$ cat src/rtl/fifo_pkg.sv
`default_nettype none
// ============================================================================
//  Module      : fifo_pkg
//  Description : Shared pointer-coding helpers for the asynchronous FIFO.
//                Both the read and the write pointer blocks use these, so the
//                two clock domains agree on the Gray/binary mapping.
//  Revision    : 1.0 - initial release
// ============================================================================
package fifo_pkg;

    // Widest pointer the helpers handle. Narrower pointers are zero-extended
    // going in, and the caller takes the low bits coming out.
    localparam int unsigned FIFO_PTR_MAX_W = 32;

    typedef logic [FIFO_PTR_MAX_W-1:0] ptr_word_t;

    // Binary to reflected Gray code.
    function automatic ptr_word_t bin2gray(input ptr_word_t bin);
        return bin ^ (bin >> 1);
    endfunction

    // Reflected Gray code to binary. Each bit is the XOR of all Gray bits at
    // or above it. Zero-extended upper bits leave the low result unchanged.
    function automatic ptr_word_t gray2bin(input ptr_word_t gray);
        ptr_word_t bin;
        bin = '0;
        bin[FIFO_PTR_MAX_W-1] = gray[FIFO_PTR_MAX_W-1];
        for (int i = FIFO_PTR_MAX_W - 2; i >= 0; i--) begin
            bin[i] = bin[i+1] ^ gray[i];
        end
        return bin;
    endfunction

endpackage : fifo_pkg
`default_nettype wire

$ cat src/rtl/fifo_read_pointer_empty.sv
`default_nettype none
// ============================================================================
//  Module      : fifo_read_pointer_empty
//  Description : Read-side pointer and status logic of an asynchronous FIFO.
//                Keeps the binary read pointer, publishes its Gray form to the
//                write domain, and derives the empty, almost-empty and
//                fill-level flags against the synchronized write pointer.
//  Revision    : 1.0 - initial release
// ============================================================================
module fifo_read_pointer_empty
    import fifo_pkg::*;
#(
    parameter  int NUM_ADDRESS            = 8,
    parameter  int ALMOST_EMPTY_THRESHOLD = 2,
    localparam int ADDR_WIDTH             = $clog2(NUM_ADDRESS)
) (
    input  logic                  read_clk,
    input  logic                  read_reset,
    input  logic                  read_enable,
    input  logic [ADDR_WIDTH:0]   write_pointer_sync,
    output logic [ADDR_WIDTH:0]   read_pointer,
    output logic [ADDR_WIDTH-1:0] read_address,
    output logic                  fifo_empty,
    output logic                  fifo_almost_empty,
    output logic [ADDR_WIDTH:0]   fill_level,
    output logic                  read_valid,
    output logic                  underflow
);

    localparam int PTR_WIDTH = ADDR_WIDTH + 1;

    localparam logic [ADDR_WIDTH:0] C_AE_THRESHOLD = ALMOST_EMPTY_THRESHOLD[ADDR_WIDTH:0];

    // Binary read pointer; one extra MSB distinguishes full from empty.
    logic [ADDR_WIDTH:0] r_rbin;

    logic                w_accept;
    logic                w_read_on_empty;
    logic [ADDR_WIDTH:0] w_rbin_next;
    ptr_word_t           w_rgray_full;
    ptr_word_t           w_wbin_full;
    logic [ADDR_WIDTH:0] w_fill_next;
    logic                w_empty_next;
    logic                w_almost_empty_next;

    // A read is taken only against the registered empty flag, so the
    // consumer sees a stable accept decision for the whole cycle.
    assign w_accept        = read_enable & ~fifo_empty;
    assign w_read_on_empty = read_enable &  fifo_empty;

    // Next pointer and flags. Flags are computed from the post-read pointer
    // and the current synchronized write pointer, so a read and a write on
    // the same edge are both reflected in the registered flags.
    always_comb begin
        w_rbin_next         = r_rbin + {{ADDR_WIDTH{1'b0}}, w_accept};
        w_rgray_full        = bin2gray(ptr_word_t'(w_rbin_next));
        w_wbin_full         = gray2bin(ptr_word_t'(write_pointer_sync));
        w_fill_next         = w_wbin_full[ADDR_WIDTH:0] - w_rbin_next;
        w_empty_next        = (w_rgray_full == ptr_word_t'(write_pointer_sync));
        w_almost_empty_next = (w_fill_next <= C_AE_THRESHOLD);
    end

    // Upper bits of the widened conversion are always zero for a pointer of
    // PTR_WIDTH bits; they are folded here only so they are not left dangling.
    logic w_unused_wbin_hi;
    assign w_unused_wbin_hi = ^w_wbin_full[FIFO_PTR_MAX_W-1:PTR_WIDTH];

    // Pointer, flag and status registers; reset overrides any read request.
    always_ff @(posedge read_clk) begin
        if (read_reset) begin
            r_rbin            <= '0;
            read_pointer      <= '0;
            fifo_empty        <= 1'b1;
            fifo_almost_empty <= 1'b1;
            fill_level        <= '0;
            read_valid        <= 1'b0;
            underflow         <= 1'b0;
        end else begin
            r_rbin            <= w_rbin_next;
            read_pointer      <= w_rgray_full[ADDR_WIDTH:0];
            fifo_empty        <= w_empty_next;
            fifo_almost_empty <= w_almost_empty_next;
            fill_level        <= w_fill_next;
            read_valid        <= w_accept;
            if (w_read_on_empty) begin
                underflow <= 1'b1;
            end
        end
    end

    // Memory address comes straight from the pointer register.
    assign read_address = r_rbin[ADDR_WIDTH-1:0];

endmodule : fifo_read_pointer_empty
`default_nettype wire

$ cat config.mk
export PLATFORM = sky130hd
export DESIGN_NAME = fifo_read_pointer_empty
export DESIGN_NICKNAME = d
export VERILOG_FILES = /design/src/rtl/fifo_pkg.sv /design/src/rtl/fifo_read_pointer_empty.sv
export SDC_FILE = /design/constraint.sdc
export NUM_CORES = 1
export LEC_CHECK = 0
export BUFFER_PORTS_ARGS = -buffer_cell sky130_fd_sc_hd__buf_2
export CAP_MARGIN = 20
export CORE_ASPECT_RATIO = 0.9
export CORE_MARGIN = 2
export CORE_UTILIZATION = 35
export CTS_CLUSTER_DIAMETER = 60
export DETAILED_ROUTE_END_ITERATION = 16
export HOLD_SLACK_MARGIN = 0.02
export PLACE_DENSITY_LB_ADDON = 0.12
export SLEW_MARGIN = 20
export SYNTH_ARGS = -nofsm -noshare
export SYNTH_HDL_FRONTEND = slang
export SYNTH_SLANG_ARGS = --single-unit
export TNS_END_PERCENT = 5
$ cat constraint.sdc
create_clock -name read_clk -period 5.1 [get_ports read_clk]
set_clock_uncertainty 0.1 [all_clocks]
set_input_delay 1.02 -clock read_clk [delete_from_list [all_inputs] [get_ports read_clk]]
set_output_delay 1.02 -clock read_clk [all_outputs]
set_load 0.02 [all_outputs]
# Word-level counts from Yosys, hierarchy flattened
# Index checks and enable logic that the tools add are counted.
dict set report word_totals {
  reg_bits 16
  in_bits 7
  out_inout_bits 15
  wordCells 18
}
dict set report classes {
  add_sub_neg 2
  order_cmp 1
  eq_ne 1
  bitwise 7
}
# op n
set ops {}
lappend ops {{adder 4 x 1 -> 4 bit} 1}
lappend ops {{equality test 4 bit} 1}
lappend ops {{<= comparator 4 x 2 -> 1 bit, second input constant} 1}
lappend ops {{subtractor 4 bit} 1}
lappend ops {{bitwise XOR 4 x 3 -> 4 bit} 1}
lappend ops {{bitwise XOR 1 bit} 3}
lappend ops {{AND 1 bit} 2}
lappend ops {{inverter 1 bit} 1}

# Longest topological paths before layout
# Gate-level depths: netlist (run 1).
dict set report depth {
  word_depth 5
  depth_mapped 10
  ltp_nobuf 10
}

# Worst setup path before layout (run 1)
# OpenSTA, ideal clock, no wires.
dict set report synth_timing {
  path_kind {in2reg}
  from {input port read_enable}
  to {register fifo_almost_empty}
  setup_ps 115
  t_arrival_ps 3065
  required_time_ps 4885
  setup_slack_ps 1820
  stages 10
  path_buffers 0
  path_cell_list {nor2b_1 -> ha_1 -> ha_1 -> inv_1 -> ha_1 -> nor2b_1 -> or3_1 -> a311oi_2 -> xnor2_1 -> o21ba_1}
}
dict set report synth_between {
  elab_chain_cells 4
}
# element line_no
set synth_rtl {}
lappend synth_rtl {{start, declared} fifo_read_pointer_empty.sv:19} ;# input logic read_enable,
lappend synth_rtl {{AND 1 bit} fifo_read_pointer_empty.sv:48} ;# assign w_accept = read_enable & ~fifo_empty;
lappend synth_rtl {{adder 4 x 1 -> 4 bit} fifo_read_pointer_empty.sv:55} ;# w_rbin_next = r_rbin + {{ADDR_WIDTH{1'b0}}, w_accept};
lappend synth_rtl {{via w_rbin_next[1]} fifo_read_pointer_empty.sv:39} ;# logic [ADDR_WIDTH:0] w_rbin_next;
lappend synth_rtl {{subtractor 4 bit} fifo_read_pointer_empty.sv:58} ;# w_fill_next = w_wbin_full[ADDR_WIDTH:0] - w_rbin_next;
lappend synth_rtl {{<= comparator 4 x 2 -> 1 bit} fifo_read_pointer_empty.sv:60} ;# w_almost_empty_next = (w_fill_next <= C_AE_THRESHOLD);
lappend synth_rtl {{end signal, assigned} fifo_read_pointer_empty.sv:82} ;# fifo_almost_empty <= w_almost_empty_next;
lappend synth_rtl {{end, declared} fifo_read_pointer_empty.sv:24} ;# output logic fifo_almost_empty,
# The timed path passes the listed nets, and every way through them passes these cells.
# A chain may end at the register's enable or synchronous reset.

# Worst setup path in the final report (run 1)
dict set report layout_timing {
  from {input port read_enable}
  to {register fifo_almost_empty}
}
dict set report layout_between {
  elab_chain_cells 4
}
# element line_no
set layout_rtl {}
lappend layout_rtl {{AND 1 bit} fifo_read_pointer_empty.sv:48}
lappend layout_rtl {{via w_accept} fifo_read_pointer_empty.sv:37} ;# logic w_accept;
lappend layout_rtl {{adder 4 x 1 -> 4 bit} fifo_read_pointer_empty.sv:55}
lappend layout_rtl {{via w_rbin_next[1]} fifo_read_pointer_empty.sv:39}
lappend layout_rtl {{subtractor 4 bit} fifo_read_pointer_empty.sv:58}
lappend layout_rtl {{<= comparator 4 x 2 -> 1 bit} fifo_read_pointer_empty.sv:60}
# The timed path passes the listed nets, and every way through them passes these cells.

==> metrics.txt, run 1 <==
# TYPE chip_impl_metric gauge
chip_impl_metric{name="cts_repair_resize_count",unit=""} 0
chip_impl_metric{name="timing_worst_slew_pin_value",unit="ns"} 0.530
chip_impl_metric{name="drc_violations_left",unit=""} 0
chip_impl_metric{name="hold_depth",unit=""} 2
chip_impl_metric{name="worstSkewPairLatency",unit="ns"} 0.27
chip_impl_metric{name="worst_ir_drop_vdd",unit="V"} 0.000155
chip_impl_metric{name="power_density",unit="mW/mm^2"} 317
chip_impl_metric{name="worst-endpoint-arrival",unit="ns"} 3.32
chip_impl_metric{name="slew_headroom",unit=""} 0.645
chip_impl_metric{name="critical_path.n_buffers_inverters",unit=""} 2
chip_impl_metric{name="maximum_number_of_pins_on_one_net_before_global_route_repair",unit=""} 17
chip_impl_metric{name="slew_violations",unit=""} 0
chip_impl_metric{name="holdWs",unit="ns"} 0.368
chip_impl_info{name="critical_path.top_delay_family",value="adder cells"} 1
chip_impl_metric{name="reg2regPathDepth",unit=""} 10
chip_impl_metric{name="p_int",unit="W"} 0.000192
chip_impl_metric{name="antenna_left",unit=""} 0
chip_impl_metric{name="placedInstanceArea",unit="sq um"} 842
chip_impl_metric{name="synth_seq_cells",unit=""} 15
chip_impl_metric{name="ys_seq_area_frac",unit=""} 0.423
chip_impl_metric{name="postSynthCellCount",unit=""} 74
chip_impl_info{name="critical_path.startpoint",value="read_enable"} 1
chip_impl_metric{name="met3_usage",unit=""} 0.0422
chip_impl_metric{name="dr.pass1.iters",unit=""} 2
chip_impl_metric{name="rows",unit=""} 15
chip_impl_metric{name="top_level_i_o_count",unit=""} 22
chip_impl_metric{name="syn_area",unit="sq um"} 709
chip_impl_info{name="worst_setup_path_end_kind",value="flop"} 1
chip_impl_metric{name="timing.final.crit_share",unit=""} 0.637
chip_impl_metric{name="maxCapViolCount",unit=""} 0
chip_impl_metric{name="p_clk_frac",unit=""} 0.234
chip_impl_info{name="critical_path.most_common_cell",value="ha_1"} 1
chip_impl_metric{name="globalRoute.totalOverflow",unit=""} 0
chip_impl_info{name="reg2reg_from",value="fifo_empty"} 1
chip_impl_metric{name="chipHeight",unit="um"} 46.7
chip_impl_metric{name="post_synth.cell_area_avg",unit="sq um"} 9.59
chip_impl_metric{name="fmax",unit="MHz"} 308
chip_impl_info{name="setup_repair_after_global_routing_missed_its_margin",value="no"} 1
chip_impl_metric{name="grt_antenna_before_repair",unit=""} 0
chip_impl_info{name="outcome",value="finished, final reports clean"} 1
chip_impl_metric{name="vias_per_cell",unit=""} 4.50
chip_impl_metric{name="cts.clk_slew.worst_paths",unit="ns"} 0.08
chip_impl_metric{name="cp_required",unit="ns"} 5.17
chip_impl_info{name="worstHoldPathType",value="reg -> reg"} 1
chip_impl_metric{name="dieWidth",unit="um"} 51.5
chip_impl_metric{name="leakage",unit="nW"} 0.421
chip_impl_metric{name="drtIter0Drc",unit=""} 6
chip_impl_metric{name="finalSetupViolations",unit=""} 0
chip_impl_metric{name="tritoncts.num_buffers",unit=""} 3
chip_impl_metric{name="grt_first_pass_wirelength",unit="mm"} 1.89
chip_impl_metric{name="gp_routability_congestion",unit=""} 0.722
chip_impl_metric{name="reg2reg_slack",unit="ns"} 2.43
chip_impl_metric{name="grt_pass1_vias",unit=""} 474
chip_impl_info{name="min_from",value="underflow"} 1
chip_impl_metric{name="hold_fix_buffer_count_after_cts",unit=""} 0
chip_impl_metric{name="period_needed",unit="ns"} 3.25
chip_impl_metric{name="finalCoreUtilization",unit=""} 0.454
chip_impl_metric{name="finalInstanceArea",unit="sq um"} 868
chip_impl_info{name="path_class",value="in -> reg"} 1
chip_impl_metric{name="grtUsageMet1",unit=""} 0.128
chip_impl_info{name="crit_path_cell_trace",value="buf_2, nor2b_1, ha_1, ha_1, inv_1, ha_1, nor2b_1, or3_1, a311oi_2, xnor2_1, o21ba_1"} 1
chip_impl_metric{name="drt_wl_total",unit="mm"} 1.18
chip_impl_metric{name="hold_viol_final",unit=""} 0
chip_impl_metric{name="cp_slowest_stage_delay",unit="ns"} 0.41
chip_impl_metric{name="flow.area_growth_from_synthesis",unit="%"} 22.4
chip_impl_metric{name="timing.critical_path.fanout_max",unit=""} 6
chip_impl_metric{name="yosys_warnings",unit=""} 0
chip_impl_metric{name="die_area",unit="sq mm"} 0.00240
chip_impl_metric{name="post_synth_num_cell_types",unit=""} 24
chip_impl_metric{name="dpl.hpwl",unit="um"} 968
chip_impl_metric{name="io_buffers",unit=""} 21
chip_impl_metric{name="postCtsSetupRepairBufs",unit=""} 0
chip_impl_metric{name="drive_above_1_share",unit=""} 0.265
chip_impl_info{name="whs_endpoint",value="underflow"} 1
chip_impl_metric{name="setup_total_negative_slack",unit="ns"} 0
chip_impl_info{name="regToRegEndpoint",value="fifo_almost_empty"} 1
chip_impl_metric{name="design.core.area",unit="sq mm"} 0.00191
chip_impl_metric{name="diodes_inserted",unit=""} 0
chip_impl_metric{name="mappedNetlistNets",unit=""} 86
chip_impl_metric{name="cts-htree-levels",unit=""} 1
chip_impl_metric{name="ctsLongestPathBuffers",unit=""} 2
chip_impl_metric{name="flop_pwr_share",unit=""} 0.479
chip_impl_info{name="timing.critical_path.from_type",value="input port"} 1
chip_impl_metric{name="use_met2",unit=""} 0.182
chip_impl_metric{name="grt_usage",unit=""} 0.109
chip_impl_info{name="worst_path_max_delay_cell",value="ha_1"} 1
chip_impl_metric{name="drt-wirelength-per-cell",unit="um"} 9.56
chip_impl_metric{name="comb_power_share",unit=""} 0.287
chip_impl_metric{name="netSwitchingPower",unit="W"} 0.0000831
chip_impl_metric{name="vias",unit=""} 553
chip_impl_metric{name="fin_nets",unit=""} 111
chip_impl_info{name="tritoncts_clock_tree",value="yes"} 1
chip_impl_metric{name="clock_sinks",unit=""} 15
chip_impl_metric{name="power.switching_fraction",unit=""} 0.302
chip_impl_info{name="cts_root_buffer",value="clkbuf_4"} 1
chip_impl_info{name="busiest_layer",value="met2"} 1
chip_impl_metric{name="initial_utilization",unit=""} 0.371
layout by cell type, fill, tap and decap left out, types with 2 or more instances in the layout:
cell and instances:
a21oi_1 2, and3_1 2, buf_2 21, clkbuf_4 3
dfxtp_1 15, ha_1 4, inv_1 4, nand2_1 3
nor2_1 11, nor2b_1 3, nor3_1 3, or3_1 2
xnor2_1 8, xor2_1 5
metrics by stage:
stage               instances  setup slack, ns  power (W)
floorplan                  74             1.82   0.000193
global placement          119             1.56   0.000215
detailed placement        119             1.52   0.000215
CTS                       123             1.81   0.000280
global route              123             1.65   0.000295
finish                    123             1.85   0.000275
layout make-up:
type                            count  area (sq um)
Sequential cell                    15           300
Timing Repair Buffer               21           105
Clock buffer                        4          26.3
Multi-Input combinational cell     54           390
Inverter                            4          15.0
Tap cell                           25          31.3
Fill cell                         201          1050
Yosys cell counts:
cell      instances  area, sq um
and3_1            2         12.5
inv_1             4         15.0
nor2b_1           3         18.8
xor2_1            5         43.8
nor2_1           11         41.3
o22ai_1           1         6.26
clkbuf_1          1         3.75
ha_1              4         50.1
nor4_1            1         6.26
nand3_1           1         5.00
a311oi_2          1         15.0
nor3_1            3         15.0
o21ai_1           1         5.00
fa_1              1         20.0
and2_1            1         6.26
a21oi_1           2         10.0
xnor2_2           1         16.3
xnor2_1           8         70.1
nand2_1           3         11.3
o21ba_1           1         10.0
o21ai_0           1         5.00
dfxtp_1          15          300
or3_1             2         12.5
o211a_1           1         10.0
power groups by stage:
stage                     combinational [W]   clock, W  sequential [W]
after floorplan                   0.0000422          0        0.000151
after global placement            0.0000807          0        0.000135
after detailed placement          0.0000806          0        0.000135
after CTS                         0.0000809  0.0000666        0.000132
after global routing              0.0000896  0.0000715        0.000134
final                             0.0000790  0.0000645        0.000132
metal layers:
layer  vias up  share of wire
met1       243           0.48
met4         0          0.011
met5         -              0
met3         2          0.071
met2        15           0.44
li1        293              -
how the worst max path moves through the flow:
stage	endpoint	depth (start not counted)
finish	fifo_almost_empty	11
global route	fifo_almost_empty	11
CTS	fifo_almost_empty	11
detailed placement	fifo_almost_empty	11
global placement	fifo_almost_empty	11
floorplan	fifo_almost_empty	10
registers in the layout, summed over array words and instances, names as in the netlist:
register and count:
read_pointer 4, fill_level 4, fifo_empty 1, underflow 1, r_rbin 3, fifo_almost_empty 1
read_valid 1
worst register-to-register path: stages (launching register included):
cell and delay [ns]:
dfxtp_1 0.35, nor2b_1 0.06, ha_1 0.20, ha_1 0.41, inv_1 0.11, ha_1 0.29, nor2b_1 0.15, or3_1 0.32
a311oi_2 0.27, xnor2_1 0.13, o21ba_1 0.19
logic make-up (layout without fill, tap and decap cells):
logic type / Yosys count / in the layout / synth area share
adder cells (fa/ha/maj): 5 / 5 / 0.0988
AO/OA/AOI/OAI: 8 / 8 / 0.0864
AND/OR/NAND/NOR: 27 / 27 / 0.182
flip-flops: 15 / 15 / 0.423
XOR/XNOR: 14 / 14 / 0.183
buffers and inverters: 5 / 29 / 0.0264
Note: power is estimated with default switching activity, not from simulation.
==> inputs of run 2 (changes only) <==
==> constraint.sdc (replaced) <==
create_clock -name read_clk -period 3 [get_ports read_clk]
set_clock_uncertainty 0.1 [all_clocks]
set_input_delay 0.6 -clock read_clk [delete_from_list [all_inputs] [get_ports read_clk]]
set_output_delay 0.6 -clock read_clk [all_outputs]
set_load 0.02 [all_outputs]
==> run 2 against run 1 <==
Effect of this change: total power is 73% higher; largest power group unchanged; critical path depth is the same; sequential share of layout area down 1.2 points; non-clock buffer count up 4; hold slack worse by 0.00085 ns; register-to-register slack worse by 1.9 ns.
==> metrics.txt, run 2 (synthesis gave the netlist of run 1 again) <==
# TYPE chip_impl_metric gauge
chip_impl_info{name="layout_common_cells",value="buf_2 (21), dfxtp_1 (15), nor2_1 (11)"} 1
chip_impl_info{name="cts_root_buffer",value="clkbuf_4"} 1
chip_impl_info{name="timing.critical_path.from_type",value="input port"} 1
chip_impl_metric{name="worst-endpoint-arrival",unit="ns"} 2.71
chip_impl_metric{name="ctsLongestPathBuffers",unit=""} 2
chip_impl_metric{name="antenna_left",unit=""} 0
chip_impl_metric{name="final.fill_count",unit=""} 213
chip_impl_metric{name="vias",unit=""} 569
chip_impl_info{name="mostFrequentLayoutCell",value="buf_2"} 1
chip_impl_metric{name="hold_fix_buffer_count_after_cts",unit=""} 0
chip_impl_metric{name="use_met2",unit=""} 0.200
chip_impl_metric{name="drtIter0Drc",unit=""} 2
chip_impl_metric{name="period_needed",unit="ns"} 2.64
chip_impl_metric{name="clock_sinks",unit=""} 15
chip_impl_metric{name="gp_routability_congestion",unit=""} 0.758
chip_impl_metric{name="vias_per_cell",unit=""} 4.48
chip_impl_info{name="worstHoldPathType",value="reg -> reg"} 1
chip_impl_info{name="outcome",value="finished, final reports clean"} 1
chip_impl_metric{name="slew_violations",unit=""} 0
chip_impl_info{name="tritoncts_clock_tree",value="yes"} 1
chip_impl_info{name="busiest_layer",value="met2"} 1
chip_impl_metric{name="slew_headroom",unit=""} 0.729
chip_impl_metric{name="cts_repair_resize_count",unit=""} 0
chip_impl_metric{name="initial_utilization",unit=""} 0.371
chip_impl_metric{name="grtUsageMet1",unit=""} 0.145
chip_impl_metric{name="dieWidth",unit="um"} 51.5
chip_impl_metric{name="rows",unit=""} 15
chip_impl_metric{name="grt_first_pass_wirelength",unit="mm"} 2.08
chip_impl_metric{name="drive_above_1_share",unit=""} 0.294
chip_impl_metric{name="fin_nets",unit=""} 115
chip_impl_metric{name="worstSkewPairLatency",unit="ns"} 0.27
chip_impl_info{name="path_class",value="in -> reg"} 1
chip_impl_metric{name="dr.pass1.iters",unit=""} 3
chip_impl_metric{name="power_density",unit="mW/mm^2"} 531
chip_impl_metric{name="drt-wirelength-per-cell",unit="um"} 9.85
chip_impl_metric{name="fmax",unit="MHz"} 379
chip_impl_metric{name="grt_antenna_before_repair",unit=""} 0
chip_impl_metric{name="dpl.hpwl",unit="mm"} 1.03
chip_impl_metric{name="cts-htree-levels",unit=""} 1
chip_impl_info{name="worst_setup_path_end_kind",value="flop"} 1
chip_impl_info{name="setup_repair_after_global_routing_missed_its_margin",value="no"} 1
chip_impl_metric{name="sequential_cell_area",unit="sq um"} 300
chip_impl_metric{name="grt_pass1_vias",unit=""} 526
chip_impl_info{name="registers_with_the_most_flip_flops",value="fill_level: 4 flops, read_pointer: 4 flops, r_rbin: 3 flops"} 1
chip_impl_metric{name="io_buffers",unit=""} 21
chip_impl_metric{name="timing_worst_slew_pin_value",unit="ns"} 0.405
chip_impl_metric{name="hold_viol_final",unit=""} 0
chip_impl_metric{name="multi_input_combinational_cell_area",unit="sq um"} 390
chip_impl_metric{name="maximum_number_of_pins_on_one_net_before_global_route_repair",unit=""} 17
chip_impl_metric{name="tritoncts.num_buffers",unit=""} 3
chip_impl_metric{name="leakage",unit="nW"} 0.440
chip_impl_metric{name="timing.critical_path.fanout_max",unit=""} 3
chip_impl_metric{name="postCtsSetupRepairBufs",unit=""} 0
chip_impl_metric{name="top_level_i_o_count",unit=""} 22
chip_impl_metric{name="timing.final.crit_share",unit=""} 0.879
chip_impl_metric{name="cts.clk_slew.worst_paths",unit="ns"} 0.08
chip_impl_metric{name="design.core.area",unit="sq mm"} 0.00191
chip_impl_metric{name="grt_usage",unit=""} 0.124
chip_impl_metric{name="finalSetupViolations",unit=""} 0
chip_impl_metric{name="cp_required",unit="ns"} 3.07
chip_impl_metric{name="maxCapViolCount",unit=""} 0
chip_impl_metric{name="met3_usage",unit=""} 0.0487
chip_impl_metric{name="drt_wl_total",unit="mm"} 1.25
chip_impl_metric{name="worst_ir_drop_vdd",unit="V"} 0.000253
chip_impl_metric{name="globalRoute.totalOverflow",unit=""} 0
chip_impl_metric{name="setup_total_negative_slack",unit="ns"} 0
chip_impl_metric{name="chipHeight",unit="um"} 46.7
chip_impl_metric{name="flow.area_growth_from_synthesis",unit="%"} 26.6
chip_impl_metric{name="diodes_inserted",unit=""} 0
chip_impl_metric{name="die_area",unit="sq mm"} 0.00240
chip_impl_metric{name="finalCoreUtilization",unit=""} 0.469
chip_impl_metric{name="drc_violations_left",unit=""} 0
-- run 2: cell types whose count changed in the layout (fill, tap and decap cells not counted) --
| cell | delta |
|---|---|
| buf_4 | +4 |
-- run 2: path summary, 6_finish.rpt --
check               from                end  slack [ns]  depth (start not counted)
min reg2reg    underflow          underflow        0.37                          2
max reg2reg   fifo_empty  fifo_almost_empty        0.49                         10
min            underflow          underflow        0.37                          2
max          read_enable  fifo_almost_empty        0.36                         11
-- run 2: power by group --
part / internal, W / total (W) / leakage, nW / switching, W
Clock: 0.0000515 / 0.000109 / 0.0150 / 0.0000577
Sequential: 0.000219 / 0.000225 / 0.124 / 0.00000535
Combinational: 0.0000635 / 0.000144 / 0.302 / 0.0000800
-- run 2: worst max-delay path, cell delays in order --
cell	delay [ns]
buf_2	0.10
nor2b_1	0.14
ha_1	0.21
ha_1	0.30
inv_1	0.07
ha_1	0.28
nor2b_1	0.14
or3_1	0.32
a311oi_2	0.26
xnor2_1	0.12
o21ba_1	0.18
-- run 2: routing by layer --
metal  wire, um  up-vias
met3         65        2
li1           -      301
met1        631      253
met5          0        -
met4         10        0
met2        543       13
-- run 2: final cells by class --
type	count	share of cell area
Multi-Input combinational cell	54	0.435
Tap cell	25	0.0348
Timing Repair Buffer	25	0.150
Clock buffer	4	0.0292
Inverter	4	0.0167
Sequential cell	15	0.334
-- run 2: metrics by stage --
step / instances / hold WS, ns / instance area [sq um] / setup slack, ns / total power, W
after floorplan: 74 / 0.470 / 709 / 0.140 / 0.000328
after global placement: 123 / 0.349 / 872 / 0.0729 / 0.000373
after detailed placement: 123 / 0.354 / 872 / 0.0602 / 0.000375
after CTS: 127 / 0.374 / 898 / 0.357 / 0.000488
after global routing: 127 / 0.429 / 898 / 0.258 / 0.000516
final: 127 / 0.367 / 898 / 0.364 / 0.000477
